`config.mk`:
```
export PLATFORM = sky130hd
export DESIGN_NAME = vga_timing_gen
export DESIGN_NICKNAME = d
export VERILOG_FILES = /design/src/rtl/vga_timing_gen.sv
export SDC_FILE = /design/constraint.sdc
export NUM_CORES = 1
export LEC_CHECK = 0
export ABC_CLOCK_PERIOD_IN_PS = 6500
export CORE_ASPECT_RATIO = 1.5
export CORE_MARGIN = 3
export CORE_UTILIZATION = 40
export CTS_CLUSTER_DIAMETER = 80
export DETAILED_ROUTE_END_ITERATION = 8
export HOLD_SLACK_MARGIN = 0.15
export PLACE_DENSITY = 0.7
export SYNTH_ARGS = -nofsm -noshare
export SYNTH_HDL_FRONTEND = slang
export SYNTH_SLANG_ARGS = --single-unit
```
`constraint.sdc`:
```
create_clock -name clk -period 6.5 [get_ports clk]
set_input_delay 0.975 -clock clk [delete_from_list [all_inputs] [get_ports clk]]
set_output_delay 0.975 -clock clk [all_outputs]
set_load 0.01 [all_outputs]
```
`src/rtl/vga_timing_gen.sv`:
```
// vga_timing_gen: VGA timing generator with pixel clock-enable divider and a registered sync/blank/pixel stage.
// Define VGA_TESTPAT_EN to build the colour-bar pattern selected by testpat.
module vga_timing_gen #(
    parameter int CLK_DIV  = 4,
    parameter int RGB_W    = 12,
    parameter int H_ACTIVE = 640,
    parameter int H_FP     = 16,
    parameter int H_SYNC   = 96,
    parameter int H_BP     = 48,
    parameter int V_ACTIVE = 480,
    parameter int V_FP     = 10,
    parameter int V_SYNC   = 2,
    parameter int V_BP     = 33,
    parameter bit H_POL    = 1'b0,
    parameter bit V_POL    = 1'b0
) (
    input  logic             clk,
    input  logic             reset,
    input  logic [RGB_W-1:0] rgb_in,
    input  logic             testpat,
    output logic             pix_ce,
    output logic [10:0]      pixel_x,
    output logic [9:0]       pixel_y,
    output logic             frame_start,
    output logic [RGB_W-1:0] rgb_out,
    output logic             hsync,
    output logic             vsync,
    output logic             de
);
    localparam int H_TOTAL = H_ACTIVE + H_FP + H_SYNC + H_BP;
    localparam int V_TOTAL = V_ACTIVE + V_FP + V_SYNC + V_BP;
    localparam int DW = CLK_DIV > 1 ? $clog2(CLK_DIV) : 1;
    localparam logic [DW-1:0] DIV_LAST = DW'(CLK_DIV - 1);
    localparam logic [10:0] H_LAST = 11'(H_TOTAL - 1);
    localparam logic [10:0] H_ACT  = 11'(H_ACTIVE);
    localparam logic [10:0] H_SS   = 11'(H_ACTIVE + H_FP);
    localparam logic [10:0] H_SE   = 11'(H_ACTIVE + H_FP + H_SYNC);
    localparam logic [9:0]  V_LAST = 10'(V_TOTAL - 1);
    localparam logic [9:0]  V_ACT  = 10'(V_ACTIVE);
    localparam logic [9:0]  V_SS   = 10'(V_ACTIVE + V_FP);
    localparam logic [9:0]  V_SE   = 10'(V_ACTIVE + V_FP + V_SYNC);

    logic [DW-1:0]    div_q, div_d;
    logic             pix_ce_q, pix_ce_d;
    logic [10:0]      x_q, x_d;
    logic [9:0]       y_q, y_d;
    logic             frame_q, frame_d;
    logic [RGB_W-1:0] rgb_q, rgb_d;
    logic             hs_q, hs_d, vs_q, vs_d, de_q, de_d;
    logic             x_end, y_end, de_n;
    logic [RGB_W-1:0] src;

`ifdef VGA_TESTPAT_EN
    localparam int CW = RGB_W / 3;
    logic [2:0]       bar;
    logic [RGB_W-1:0] bar_rgb;
    // Bar colours follow a binary pattern: R=~bar[1], G=~bar[2], B=~bar[0]
    always_comb begin
        bar = 3'((32'(x_q) * 8) / H_ACTIVE);
        bar_rgb = '0;
        bar_rgb[RGB_W-1 -: CW]        = {CW{~bar[1]}};
        bar_rgb[RGB_W-1-CW -: CW]     = {CW{~bar[2]}};
        bar_rgb[RGB_W-1-2*CW -: CW]   = {CW{~bar[0]}};
    end
    assign src = testpat ? bar_rgb : rgb_in;
`else
    logic unused_testpat;
    assign unused_testpat = testpat;
    assign src = rgb_in;
`endif

    always_comb begin
        div_d    = div_q == DIV_LAST ? '0 : div_q + 1'b1;
        pix_ce_d = div_q == DIV_LAST;
        x_end    = x_q == H_LAST;
        y_end    = y_q == V_LAST;
        x_d      = pix_ce_q ? (x_end ? '0 : x_q + 11'd1) : x_q;
        y_d      = pix_ce_q && x_end ? (y_end ? '0 : y_q + 10'd1) : y_q;
        frame_d  = pix_ce_q && x_end && y_end;
        de_n     = x_q < H_ACT && y_q < V_ACT;
        de_d     = pix_ce_q ? de_n : de_q;
        hs_d     = pix_ce_q ? (x_q >= H_SS && x_q < H_SE ? H_POL : ~H_POL) : hs_q;
        vs_d     = pix_ce_q ? (y_q >= V_SS && y_q < V_SE ? V_POL : ~V_POL) : vs_q;
        rgb_d    = pix_ce_q ? (de_n ? src : '0) : rgb_q;
    end

    always_ff @(posedge clk or negedge reset) begin
        if (!reset) begin
            div_q    <= '0;
            pix_ce_q <= 1'b0;
            x_q      <= '0;
            y_q      <= '0;
            frame_q  <= 1'b0;
            rgb_q    <= '0;
            hs_q     <= ~H_POL;
            vs_q     <= ~V_POL;
            de_q     <= 1'b0;
        end else begin
            div_q    <= div_d;
            pix_ce_q <= pix_ce_d;
            x_q      <= x_d;
            y_q      <= y_d;
            frame_q  <= frame_d;
            rgb_q    <= rgb_d;
            hs_q     <= hs_d;
            vs_q     <= vs_d;
            de_q     <= de_d;
        end
    end

    assign pix_ce      = pix_ce_q;
    assign pixel_x     = x_q;
    assign pixel_y     = y_q;
    assign frame_start = frame_q;
    assign rgb_out     = rgb_q;
    assign hsync       = hs_q;
    assign vsync       = vs_q;
    assign de          = de_q;
endmodule

```
# Word level (Yosys, flattened, before mapping)
# Cells that the tools add are included.
classes:
  n_addsub: 3
  n_lt_le_gt_ge: 6
  eq_ne: 3
  muxes: 6
  reduce_logical: 5
ops:
  columns: ["op", "n"]
  rows:
  - ["11-bit by 10-bit < comparator with 1-bit output (second input constant)", 2]
  - ["10-bit by 9-bit < comparator with 1-bit output (second input constant)", 2]
  - ["12-bit 2-to-1 mux", 1]
  - ["11-bit by 1-bit adder with 11-bit output (second input constant)", 1]
  - ["11-bit by 10-bit == test with 1-bit output (second input constant)", 1]
  - ["11-bit by 10-bit >= comparator with 1-bit output (second input constant)", 1]
  - ["11-bit 2-to-1 mux", 1]
  - ["10-bit by 1-bit adder with 10-bit output (second input constant)", 1]
  - ["10-bit == test (second input constant)", 1]
  - ["10-bit by 9-bit >= comparator with 1-bit output (second input constant)", 1]
  - ["10-bit 2-to-1 mux", 1]
  - ["1-bit logical AND", 5]
  - ["2-bit by 1-bit adder with 2-bit output (second input constant)", 1]
  - ["2-bit == test (second input constant)", 1]
  - ["1-bit 2-to-1 mux", 2]
  - ["2-bit 2-to-1 mux", 1]
word_totals:
  regBits: 40
  inputBits: 15
  out_inout_bits: 38
  word_cells: 32

# Depth between registers and ports, before layout
depth:
  ltp_word: 3
  mapped_depth: 6
  mapped_depth_nobuf: 6

# Worst setup path before layout
# No wires, ideal clock.
synth_timing:
  kind: "reg-to-reg"
  startpoint: "register x_q[10] (netlist: pixel_x[10])"
  endpoint: "register y_q[4] (netlist: pixel_y[4])"
  arrival_ns: 2.148
  setup_slack_ns: 4.275
  path_stages_with_launch: 7
  synth_period_minus_slack_ns: 2.225
  cell_sequence: "dfrtp_1 or4b_1 buf_2 or3_1 clkbuf_2 or4_1 a21oi_1"
synth_via:
  elab_chain_cells: 2
synth_rtl:
  columns: ["element", "line_no", "text"]
  rows:
  - ["from (decl)", "45", "logic [10:0] x_q, x_d;"]
  - ["from (signal assigned)", "91", "x_q <= '0;"]
  - ["from (signal assigned)", "101", "x_q <= x_d;"]
  - ["11-bit by 10-bit == test with 1-bit output", "75", "x_end = x_q == H_LAST;"]
  - ["1-bit logical AND", "78", "y_d = pix_ce_q && x_end ? (y_end ? '0 : y_q + 10'd1) : y_q;"]
  - ["to (signal assigned)", "102", "y_q <= y_d;"]
  - ["to (decl)", "46", "logic [9:0] y_q, y_d;"]
# No other way between the ends.
# A chain may end at the register's enable or synchronous reset.

# Final worst setup path
layout_timing:
  startpoint: "register pix_ce_q (netlist: pix_ce)"
  endpoint: "output port pix_ce"
layout_rtl:
  columns: ["element", "line_no", "text"]
  rows:
  - ["from (decl)", "44", "logic pix_ce_q, pix_ce_d;"]
  - ["from (signal assigned)", "100", "pix_ce_q <= pix_ce_d;"]
  - ["to (decl)", "21", "output logic pix_ce,"]
# No word-level cell between the ends.

==> metrics.txt <==
total die area between 0.005 and 0.006 mm²; total power divided by cell area 200 mW/mm²; Synth cell types 36; cell type contributing the most total cell area after synthesis sky130_fd_sc_hd__dfrtp_1; endpoint of the worst-slack reg-to-reg timing path pixel_y[2]; Port Buffers about 50; number of placement rows 28; antenna violations before repair 0; crit path buf inv count 1; average cell area after synthesis ~11 µm²; Synth warnings 0; Worst Hold Path EP div_q[0]; type of the worst setup path flip-flop to output pin; Synth area leaders sky130_fd_sc_hd__dfrtp_1, sky130_fd_sc_hd__a22o_1, sky130_fd_sc_hd__xnor2_1; gr ovfl total 0; Data arrival, critical path 1590 ps; clock power share 41.7%; number of enable flip-flop cells after synthesis 0; share of the cycle needed by the critical path after routing 39.5%; count of instances resized after the clock tree is built 0; number of levels the H-tree was split into 2; Flop pwr share between 50% and 60%; Initial Utilization about 43%; routed length per instance 16.8 µm; first-pass GRT wire length 6980 µm; startpoint type of the worst setup path flip-flop; family with the most delay on the worst path flip-flops; leakage component of the power around 1.0 nW; half-perimeter wire length of the detailed placement result 3090 µm; Setup crit end kind output pin; transition time at the pin with the least slew margin approximately 870 ps; core region area 0.00410 mm²; most instantiated cells after synthesis sky130_fd_sc_hd__dfrtp_1, sky130_fd_sc_hd__nor2_1, sky130_fd_sc_hd__a22o_1; worst clock skew between 6 and 7 ps; buffer depth of the longest clock path 2; number of failing setup endpoints in the final timing report 0; cell-by-cell listing of the critical path clkdlybuf4s50_1; Worst slew margin between 40% and 50%; cell area after technology mapping 0.00175 mm²; final hold slack 429 ps; final hold violations 0; placer's final routability congestion estimate roughly 0.83; Die Width approximately 60 µm; worst hold stages 1; overall power of the completed layout 0.481 mW; number of global-route vias before repair roughly 1,500; die height 87.1 µm; initial drt markers 55; number of nets produced by synthesis 175; FF-to-FF setup slack slightly above 4000 ps; startpoint of the worst register-to-register path pixel_x[7]; pins over their slew limit 0; Root Driver sky130_fd_sc_hd__clkbuf_8; first-pass iteration count of the detailed router 4; CP required 5520 ps; delay of the slowest cell on the worst path between 600 and 700 ps; post-CTS clock slew at the launch and capture registers of the worst setup and hold paths 80 ps; top-level port count 53; number of buffers inserted for hold repair after clock tree synthesis 0; post-detailed-route via-to-cell ratio 5.76; CTS Sinks 40; Reg2Reg Depth 4; internal power component 0.382 mW; number of maximum-capacitance constraint violations 0; clock buffers created by TritonCTS 5; DRC violation count after routing 0; area growth from synthesis to final layout 37.2%; Synth top area share 54.2%; class of the worst hold path flip-flop to flip-flop; maximum number of pins on one net before global-route repair 41; Core Util, Final 58.7%; final sum of negative setup slack 0 ps; slowest stage cell on the critical path sky130_fd_sc_hd__dfrtp_1; final wirelength 4270 µm; via count between 1,000 and 1,500; Max rail drop VDD 156 µV; final critical path time including I/O delays and setup 2570 ps; gr usage total 17.9%; n_diodes 0; outcome finished clean; origin of the worst min-delay path div_q[0]; clock latency on the worst-skew pair 290 ps; number of antenna-violating nets in the routed design 0; number of instances in the placed design 247; CTS tree done; Setup Fix Bufs, Post-CTS 0; most instantiated flip-flop cell in the synthesis netlist sky130_fd_sc_hd__dfrtp_1; power dissipated by switching net loads 0.0990 mW; cell count after synthesis 156; ys async rst share 100%; final-stage net count between 200 and 250; share of total power in combinational logic approximately 5.4%; proportion of layout cells with a drive suffix above 1 5.71%; most repeated cell in the gate-level netlist after synthesis sky130_fd_sc_hd__dfrtp_1; sequential share of the synthesized area ~57%; fraction of power spent switching nets about a fifth; unrepaired setup endpoints after global routing no; CP max FO 16; Final Non-Filler Cells 255; Max Clock Freq 389 MHz; Synth Register Bits 40; number of fill cells in the layout 366
## power groups by stage
stage,logic [mW],registers [mW],clock network [mW]
floorplan,0.00368,0.261,0
global placement,0.0263,0.259,0
detailed placement,0.0264,0.259,0
CTS,0.0268,0.255,0.205
global route,0.0284,0.255,0.216
finish,0.0260,0.255,0.200
## cells by family after synthesis
| kind of cell | after synthesis | synth area share [%] |
|---|---|---|
| adders and majority gates | 4 | 2.85 |
| xor gates and xnor gates | 13 | 6.49 |
| muxes | 1 | 0.571 |
| buffers and inverters | 10 | 2.28 |
| DFF | 40 | 57.2 |
| and+or+nand+nor | 62 | 19.5 |
| AOI/OAI and AO/OA | 26 | 11.1 |
## cell usage in the layout (no fill, tap or decap), types with 5 or more instances in the layout
cell type / Yosys / final
sky130_fd_sc_hd__nor4_1: 5 / 5
sky130_fd_sc_hd__a22o_1: 13 / 13
sky130_fd_sc_hd__nor2_1: 14 / 14
sky130_fd_sc_hd__dfrtp_1: 38 / 38
sky130_fd_sc_hd__o21ai_0: 5 / 5
sky130_fd_sc_hd__nand2_1: 7 / 7
sky130_fd_sc_hd__xor2_1: 5 / 5
sky130_fd_sc_hd__nand4_1: 8 / 8
sky130_fd_sc_hd__inv_1: 5 / 5
sky130_fd_sc_hd__clkbuf_8: 0 / 5
sky130_fd_sc_hd__clkdlybuf4s50_1: 0 / 50
sky130_fd_sc_hd__xnor2_1: 8 / 8
sky130_fd_sc_hd__nand3_1: 9 / 9
## state kept, by name (all words and copies together) (netlist names)
name,cells
vsync,1
div_q,2
pix_ce,1
rgb_out,12
frame_start,1
hsync,1
pixel_y,10
pixel_x,11
de,1
## worst max path at each step
stage	from	end	slack, ps	cells after the start
6_report	pix_ce	pix_ce	3930	1
5_1_grt	pix_ce	pix_ce	3830	1
4_1_cts	pix_ce	pix_ce	3920	1
3_5_place_dp	pixel_x[7]	pixel_y[3]	4110	4
3_3_place_gp	pixel_x[7]	pixel_y[2]	4140	4
2_1_floorplan	pixel_x[10]	pixel_y[4]	4270	6
## metal layers
layer	global-route usage (%)	vias up	wire, µm
li1	-	672	-
met1	21.1	727	1780
met2	28.7	60	2070
met3	6.23	11	334
met4	8.06	0	91
met5	0	-	0
## per-stage QoR
stage	setup slack [ps]	cell area, µm²
after floorplan	4270	1750
after global placement	4140	2290
after detailed placement	4110	2290
after CTS	3920	2410
after global routing	3830	2410
final	3930	2410
## cell type report
cell class / count / area, µm² / area share, %
clock buffer: 5 / 68.8 / 2.86
clock inverter: 3 / 42.5 / 1.77
inverter: 5 / 18.8 / 0.780
multi-input combinational: 106 / 711 / 29.5
sequential: 40 / 1000 / 41.7
tap: 45 / 56.3 / 2.34
timing repair buffer: 51 / 505 / 21.0
(Power assumes the default switching activity.)
